### src/rtl/dual_issue_ctrl.sv
// In-order dual-issue stage: RAW/saturation checks against a per-register scoreboard, registered issue pair.
// Optional build macro ISSUE_PERF_CNT_EN adds dual/single/stall performance counters.
package dual_issue_ctrl_pkg;
    typedef struct packed {
        logic [7:0]      tag;
        logic [4:0]      w_reg;
        logic [1:0][4:0] r_reg;
    } inst_t;
endpackage

module dual_issue_ctrl
    import dual_issue_ctrl_pkg::*;
#(
    parameter int SB_CNT_W = 2,
    parameter int WB_PORTS = 2
) (
    input  logic                  clk,
    input  logic                  rst_n,
    input  inst_t [1:0]           inst_i,
    input  logic  [1:0]           inst_valid_i,
    output logic  [1:0]           issue_num_o,
    output logic                  backend_stall_o,
    input  logic                  flush_i,
    input  logic                  ex_ready_i,
    output inst_t [1:0]           ex_inst_o,
    output logic  [1:0]           ex_valid_o,
    input  logic  [WB_PORTS-1:0]  wb_valid_i,
    input  logic  [5*WB_PORTS-1:0] wb_reg_i,
    output logic  [31:0]          perf_dual_o,
    output logic  [31:0]          perf_single_o,
    output logic  [31:0]          perf_stall_o
);
    localparam logic [SB_CNT_W-1:0] CNT_MAX  = '1;
    localparam int                  PAIR_LIM = (2 ** SB_CNT_W) - 3;

    logic [SB_CNT_W-1:0] r_cnt     [32];
    logic [SB_CNT_W-1:0] w_cnt_nxt [32];
    logic [31:0]         w_pend;
    logic [31:0]         w_sat;
    logic [31:0]         w_near;
    logic                w_iss0;
    logic                w_iss1;
    logic                w_raw1;
    logic                w_waw1;

    // Register 0 is hardwired: never pending, never saturated, never counted.
    always_comb begin
        w_pend = '0;
        w_sat  = '0;
        w_near = '0;
        for (int r = 1; r < 32; r++) begin
            w_pend[r] = (r_cnt[r] != '0);
            w_sat[r]  = (r_cnt[r] == CNT_MAX);
            w_near[r] = (int'(r_cnt[r]) > PAIR_LIM);
        end
    end

    always_comb begin
        w_iss0 = inst_valid_i[0] && ex_ready_i && !flush_i
              && !w_pend[inst_i[0].r_reg[0]] && !w_pend[inst_i[0].r_reg[1]]
              && !w_sat[inst_i[0].w_reg];
        w_raw1 = (inst_i[0].w_reg != 5'd0)
              && ((inst_i[1].r_reg[0] == inst_i[0].w_reg) || (inst_i[1].r_reg[1] == inst_i[0].w_reg));
        w_waw1 = (inst_i[1].w_reg != 5'd0) && (inst_i[1].w_reg == inst_i[0].w_reg)
              && w_near[inst_i[1].w_reg];
        w_iss1 = w_iss0 && inst_valid_i[1]
              && !w_pend[inst_i[1].r_reg[0]] && !w_pend[inst_i[1].r_reg[1]]
              && !w_sat[inst_i[1].w_reg] && !w_raw1 && !w_waw1;
    end

    assign issue_num_o     = w_iss1 ? 2'd2 : (w_iss0 ? 2'd1 : 2'd0);
    assign backend_stall_o = !ex_ready_i || flush_i;

    // Net update per register; releases are capped at the current count so spurious ones cannot underflow.
    always_comb begin
        int v_inc;
        int v_dec;
        v_inc = 0;
        v_dec = 0;
        w_cnt_nxt[0] = '0;
        for (int r = 1; r < 32; r++) begin
            v_inc = 0;
            v_dec = 0;
            if (w_iss0 && inst_i[0].w_reg == 5'(r)) v_inc = v_inc + 1;
            if (w_iss1 && inst_i[1].w_reg == 5'(r)) v_inc = v_inc + 1;
            for (int p = 0; p < WB_PORTS; p++) begin
                if (wb_valid_i[p] && wb_reg_i[5*p +: 5] == 5'(r)) v_dec = v_dec + 1;
            end
            if (v_dec > int'(r_cnt[r])) v_dec = int'(r_cnt[r]);
            w_cnt_nxt[r] = SB_CNT_W'(int'(r_cnt[r]) + v_inc - v_dec);
        end
    end

    // NOTE: the scoreboard array is reset explicitly; stale counts after reset would block issue forever.
    always_ff @(posedge clk or negedge rst_n) begin
        if (!rst_n) begin
            for (int r = 0; r < 32; r++) r_cnt[r] <= '0;
            ex_inst_o  <= '0;
            ex_valid_o <= '0;
        end else begin
            if (ex_ready_i) ex_inst_o <= inst_i;
            if (flush_i) begin
                for (int r = 0; r < 32; r++) r_cnt[r] <= '0;
                ex_valid_o <= '0;
            end else begin
                for (int r = 0; r < 32; r++) r_cnt[r] <= w_cnt_nxt[r];
                if (ex_ready_i) ex_valid_o <= {w_iss1, w_iss0};
            end
        end
    end

`ifdef ISSUE_PERF_CNT_EN
    logic [31:0] r_perf_dual;
    logic [31:0] r_perf_single;
    logic [31:0] r_perf_stall;

    always_ff @(posedge clk or negedge rst_n) begin
        if (!rst_n) begin
            r_perf_dual   <= '0;
            r_perf_single <= '0;
            r_perf_stall  <= '0;
        end else if (ex_ready_i) begin
            if (w_iss1) r_perf_dual <= r_perf_dual + 32'd1;
            if (w_iss0 && !w_iss1) r_perf_single <= r_perf_single + 32'd1;
            if (inst_valid_i[0] && !w_iss0) r_perf_stall <= r_perf_stall + 32'd1;
        end
    end

    assign perf_dual_o   = r_perf_dual;
    assign perf_single_o = r_perf_single;
    assign perf_stall_o  = r_perf_stall;
`else
    assign perf_dual_o   = '0;
    assign perf_single_o = '0;
    assign perf_stall_o  = '0;
`endif
endmodule

### config.mk
export PLATFORM = sky130hd
export DESIGN_NAME = dual_issue_ctrl
export DESIGN_NICKNAME = d
export VERILOG_FILES = /design/src/rtl/dual_issue_ctrl.sv
export SDC_FILE = /design/constraint.sdc
export NUM_CORES = 1
export LEC_CHECK = 0
export ABC_CLOCK_PERIOD_IN_PS = 4600
export CORE_MARGIN = 2
export CORE_UTILIZATION = 35
export CTS_CLUSTER_DIAMETER = 120
export DETAILED_ROUTE_END_ITERATION = 10
export GPL_ROUTABILITY_DRIVEN = 0
export PLACE_DENSITY_LB_ADDON = 0.08
export SLEW_MARGIN = 5
export SYNTH_ARGS = -nofsm -noshare
export SYNTH_HDL_FRONTEND = slang
export SYNTH_SLANG_ARGS = --single-unit
### constraint.sdc
create_clock -name clk -period 4.6 [get_ports clk]
set_input_delay 0.46 -clock clk [delete_from_list [all_inputs] [get_ports clk]]
set_output_delay 0.46 -clock clk [all_outputs]
set_load 0.05 [all_outputs]
== After elaboration in Yosys (flattened, before gate mapping) ==
Index checks and enable logic that the tools add are counted.

* Bits in writable memories: 0
* Memory bits (read-only): 0
* Output and inout port bits: 147
* Bits of input ports: 64
* Bits in latches: 0
* Register bits: 110
* Logic and storage cells: 748
* Memories kept: 0

* $add $sub $neg: 124
* Multiplexer cells: 174
* Shift-type cells: 0
* Order comparisons: 68
* Reduce and logical (&&, ||, !) cells: 184
* Multipliers: 0
* Equality and inequality tests: 158
* Bitwise operators: 0
* Divide/modulo/power cells: 0

{| class="wikitable"
|+ Operators by type and width
! cell !! count
|-
| adder 32 x 2 -> 32 bit (second input constant) || 31
|-
| > comparator 32 x 3 -> 1 bit || 31
|-
| two-way mux 32 bit || 31
|-
| equality test 5 bit (second input constant) || 64
|-
| equality test 5 x 4 -> 1 bit (second input constant) || 32
|-
| logical AND 1 bit || 138
|-
| two-way mux 2 bit || 65
|-
| equality test 5 x 3 -> 1 bit (second input constant) || 16
|-
| two-way mux 1 bit || 70
|-
| nonzero test 2 bit || 32
|-
| adder 1 x 1 -> 2 bit (second input constant) || 31
|-
| adder 2 bit || 31
|-
| equality test 2 bit (second input constant) || 31
|-
| > comparator 2 x 1 -> 1 bit (second input constant) || 31
|-
| two-way mux 62 bit || 1
|-
| subtractor 2 bit || 31
|-
| equality test 5 x 2 -> 1 bit (second input constant) || 8
|-
| < comparator 5 x 6 -> 1 bit (second input constant) || 6
|-
| binary-select mux 1 bit (select 5 bit) || 7
|-
| equality test 5 x 1 -> 1 bit (second input constant) || 4
|-
| equality test 5 bit || 3
|-
| zero test 1 bit || 10
|-
| nonzero test 5 bit || 2
|-
| logical OR 1 bit || 2
|}

== Logic depth before layout (Yosys ltp) ==
* Word-level depth: 18
* Gate-level depth with buffers: 20

== Least setup slack after synthesis ==
No wires, ideal clock.

* Path kind: input to register
* From: in flush_i
* To: reg r_cnt[33] (netlist name)
* Cell stages on the path: 15
* Data arrival time: 3.462 ns
* Setup slack: 1.006 ns
* Data required time: 4.468 ns
* Buffers on the path: 1
* Setup time: 0.132 ns
* Cell sequence: clkbuf_1 -> nand2b_1 -> nor3b_1 -> o31ai_2 -> a222oi_1 -> nand3_2 -> nor3_2 -> ha_1 -> inv_1 -> ha_1 -> inv_1 -> ha_1 -> xnor2_1 -> xnor2_1 -> nor2_1

* Word-level cells in the longest chain between the ends: 16

{| class="wikitable"
|+ RTL lines
! item !! line !! text
|-
| start, declared || 23 || <nowiki>input logic flush_i,</nowiki>
|-
| zero test 1 bit || 59 || <nowiki>w_iss0 = inst_valid_i[0] && ex_ready_i && !flush_i</nowiki>
|-
| logical AND 1 bit || 59 ||
|-
| logical AND 1 bit (2 in a row) || 60 || <nowiki>&& !w_pend[inst_i[0].r_reg[0]] && !w_pend[inst_i[0].r_reg[1]]</nowiki>
|-
| logical AND 1 bit || 61 || <nowiki>&& !w_sat[inst_i[0].w_reg];</nowiki>
|-
| logical AND 1 bit || 66 || <nowiki>w_iss1 = w_iss0 && inst_valid_i[1]</nowiki>
|-
| logical AND 1 bit (2 in a row) || 67 || <nowiki>&& !w_pend[inst_i[1].r_reg[0]] && !w_pend[inst_i[1].r_reg[1]]</nowiki>
|-
| logical AND 1 bit (3 in a row) || 68 || <nowiki>&& !w_sat[inst_i[1].w_reg] && !w_raw1 && !w_waw1;</nowiki>
|-
| logical AND 1 bit || 85 || <nowiki>if (w_iss1 && inst_i[1].w_reg == 5'(r)) v_inc = v_inc + 1;</nowiki>
|-
| two-way mux 2 bit || 85 ||
|-
| adder 2 bit || 90 || <nowiki>w_cnt_nxt[r] = SB_CNT_W'(int'(r_cnt[r]) + v_inc - v_dec);</nowiki>
|-
| subtractor 2 bit || 90 ||
|-
| two-way mux 62 bit * || 102 || <nowiki>if (flush_i) begin</nowiki>
|-
| end, declared || 36 || <nowiki>logic [SB_CNT_W-1:0] r_cnt [32];</nowiki>
|}

Mark *: on every way between the ends. The rest lies on a longest branch, timed or not.
A chain may end at the register's enable or synchronous reset.

== Worst setup path in the final report ==
* From: reg r_cnt[55] (netlist name)
* To: reg r_cnt[37] (netlist name)

* Word-level cells in the longest chain between the ends: 18

{| class="wikitable"
|+ RTL lines
! item !! line !! text
|-
| nonzero test 2 bit || 52 || <nowiki>w_pend[r] = (r_cnt[r] != '0);</nowiki>
|-
| binary-select mux 1 bit (select 5 bit) || 60 ||
|-
| two-way mux 1 bit (not written as such) || 60 ||
|-
| zero test 1 bit || 60 ||
|-
| logical AND 1 bit (2 in a row) || 60 ||
|-
| logical AND 1 bit || 61 ||
|-
| logical AND 1 bit || 66 ||
|-
| logical AND 1 bit (2 in a row) || 67 ||
|-
| logical AND 1 bit (3 in a row) || 68 ||
|-
| logical AND 1 bit || 85 ||
|-
| two-way mux 2 bit * || 85 ||
|-
| adder 2 bit * || 90 ||
|-
| subtractor 2 bit * || 90 ||
|-
| two-way mux 62 bit * || 102 ||
|}

Mark *: on every way between the ends. The rest lies on a longest branch, timed or not. The select of a mux whose other input is x is not followed.

==> impl_metrics.json <==
{
  "status": "finished clean",
  "vias_per_cell": 5.13,
  "timing.hold.ws_ns": 0.125,
  "dpl.hpwl_um": 35100,
  "cp.depth": 16,
  "pin_count": 211,
  "critPathLaunch": "r_cnt[55]",
  "drc_errors": 0,
  "fp.coreArea_um2": 38400,
  "ant_nets": 0,
  "worst-path-buf-inv": 3,
  "criticalPathCategory": "flip-flop to flip-flop",
  "synth_area_leader_cell": "dfrtp_1",
  "pwr_density_cell_nw_per_um2": 319,
  "startpoint_type": "flip-flop",
  "route.vias.total": 11400,
  "netlist_area_um2": 13500,
  "cts_buffer_depth": 2,
  "seqCellArea_um2": 2750,
  "htree_levels": 3,
  "critPathMaxFanout": 34,
  "timing.final.ws_setup_ns": 0.346,
  "fillers": 3977,
  "use_met3": 0.0443,
  "grt_max_degree": 64,
  "crit_family": "simple AND/OR/NAND/NOR gates",
  "synth_area_leaders": "dfrtp_1 (20%), ha_1 (20%), xnor2_1 (6.4%)",
  "grt.met2_usage": 0.358,
  "post-cts-setup-buffers": 0,
  "final-setup-viol-count": 0,
  "grt_usage": 0.222,
  "leakage_uw": 0.00662,
  "critical-path-max-stage-delay_ns": 0.70,
  "drt_iter0_drc": 820,
  "cp.required_ns": 4.85,
  "grt_pass1_vias": 11000,
  "ff2ff_path_depth": 16,
  "yosys_register_bits": 110,
  "final_max_slew_viol_count": 0,
  "tightestPinTransition_ns": 0.857,
  "postPlaceCellArea_um2": 15100,
  "syn_inst": 1598,
  "synth_top_area_frac": 0.203,
  "ys_async_sr_fraction": 1.00,
  "die_area_um2": 40200,
  "portBuffers": 114,
  "synth.top_cells.by_count": "ha_1 (217), inv_1 (178), nor2_1 (167)",
  "cts_resized": 0,
  "dieWidth_um": 201,
  "nNetsFinal": 1981,
  "rows": 72,
  "cp.arrival_ns": 4.50,
  "r2r_setup_slack_ns": 0.35,
  "fin_area_um2": 15400,
  "gr-usage-met1": 0.296,
  "numClockSinks": 110,
  "ys_types": 79,
  "wl_per_cell_um": 20.0,
  "period_needed_ns": 4.25,
  "r2r_end": "r_cnt[37]",
  "yosys.cell_count.top_type": "ha_1",
  "drive_above_1_share": 0.123,
  "initial_core_util": 0.353,
  "routed_wl_um": 44400,
  "cp_slowest_cell": "a2111oi_0",
  "hold_viol": 0,
  "multiInputGateArea_um2": 9310,
  "finalClockSkew_ns": 0.0130,
  "grt_overflow": 0,
  "r2r_start": "r_cnt[55]",
  "fin_crit_sh": 0.925,
  "grt.busiest_layer": "met2",
  "dp_slack_ns": 0.0251,
  "grt_pass1_wl_um": 67500,
  "dr.pass1.iters": 5,
  "cts_tree": "built",
  "maxSlewHeadroom": 0.429,
  "clk_pin_slew_ns": 0.08,
  "areaGrowthSynthToFinish_pct": 13.8,
  "cts_hold_buf": 0,
  "cts-root-buf": "clkbuf_16",
  "rsz0062_at_grt": "no",
  "critPathCaptureType": "flip-flop",
  "ys_seq_area_frac": 0.203,
  "cts_made_buffers": 9,
  "worstPathCellList": "nor2b_1, a2111oi_0, nor3_1, or2_0, o311ai_1, nand4_2, buf_12, nor4_1, ha_1, inv_1, ha_1, inv_1, ha_1, xnor2_1, xnor2_1, nor2_1",
  "yosys_warnings": 0,
  "fmax_mhz": 235,
  "ir_worst_vdd_mv": 0.231,
  "fin_util": 0.401,
  "cpMostUsedCell": "ha_1",
  "worstSkewPairLatency_ns": 0.40,
  "synth-edff-count": 0,
  "die_h_um": 201,
  "crit_end": "r_cnt[37]",
  "grt_antenna_before_repair": 2,
  "hp-class": "input pin to async pin",
  "maxCapViolations": 0,
  "synthFlopType": "dfrtp_1",
  "syn_avg_cell_area_um2": 8.47
}
-- where the power goes --
group	internal [µW]	switching (µW)
clock network	440	433
registers	1120	346
logic	1140	1440
total	2700	2210
-- kinds of logic after synthesis --
logic type	count (synthesis)	share of synthesized area
other	1	0.000277
multiplexers	98	0.100
flip-flops	110	0.203
AND/OR/NAND/NOR	523	0.199
adder cells (fa/ha/maj)	217	0.201
buffers and inverters	358	0.135
XOR/XNOR	107	0.0693
AO/OA/AOI/OAI	184	0.0924
-- flip-flops by register name, summed over array words and instances (netlist names) --
register / count
ex_valid_o: 2
r_cnt: 62
ex_inst_o: 46
-- placed cells by master (no fill, tap or decap), types with 3 or more instances in the layout --
cell type and instances:
o311a_1 13, or2_2 5, buf_12 10, a2111oi_0 7, clkdlybuf4s50_1 108, mux2i_1 5
o221ai_1 3, nand3_1 45, nor3_1 56, o21ai_0 22, buf_4 55, nor4_2 12
nor4_1 29, a211oi_1 29, o211ai_1 6, xor2_1 8, nor3_2 7, clkinvlp_4 4
a21oi_1 60, nor3b_1 6, mux4_1 6, o22ai_1 9, dfrtp_1 110, inv_1 178
nand2b_1 21, conb_1 96, clkbuf_16 9, xnor2_1 99, mux4_2 15, and2b_2 3
nand4_1 10, mux2_2 71, a211o_1 3, nand2_1 75, nor2b_1 70, buf_2 3
a31oi_1 4, ha_1 217, nor2_1 167
-- routing by layer --
metal / vias up / part of all wire
met1: 5477 / 0.45
met3: 71 / 0.059
met4: 0 / 0.032
li1: 5487 / -
met5: - / 0
met2: 381 / 0.46
-- through the flow --
stage          power, µW  setup TNS (ns)  cells
2_1_floorplan       3350               0   1693
3_3_place_gp        4020         -0.0562   2207
3_5_place_dp        4060               0   2207
4_1_cts             4960               0   2223
5_1_grt             5280               0   2224
6_report            4910               0   2225
-- worst min path at each step --
stage	to	slack (ns)
after floorplan	ex_inst_o[0]	0.16
after global placement	ex_valid_o[0]	0.48
after detailed placement	ex_valid_o[0]	0.48
after CTS	ex_inst_o[38]	0.17
after global routing	ex_inst_o[38]	0.19
final	ex_inst_o[38]	0.12
-- layout make-up --
type,instances,share of cell area
multi-input combinational,1225,0.605
timing repair buffer,176,0.111
sequential,110,0.179
clock buffer,10,0.0155
clock inverter,6,0.00447
antenna,2,0.000325
inverter,178,0.0434
tap,518,0.0421
No activity file was read; power rests on OpenSTA's default activity.
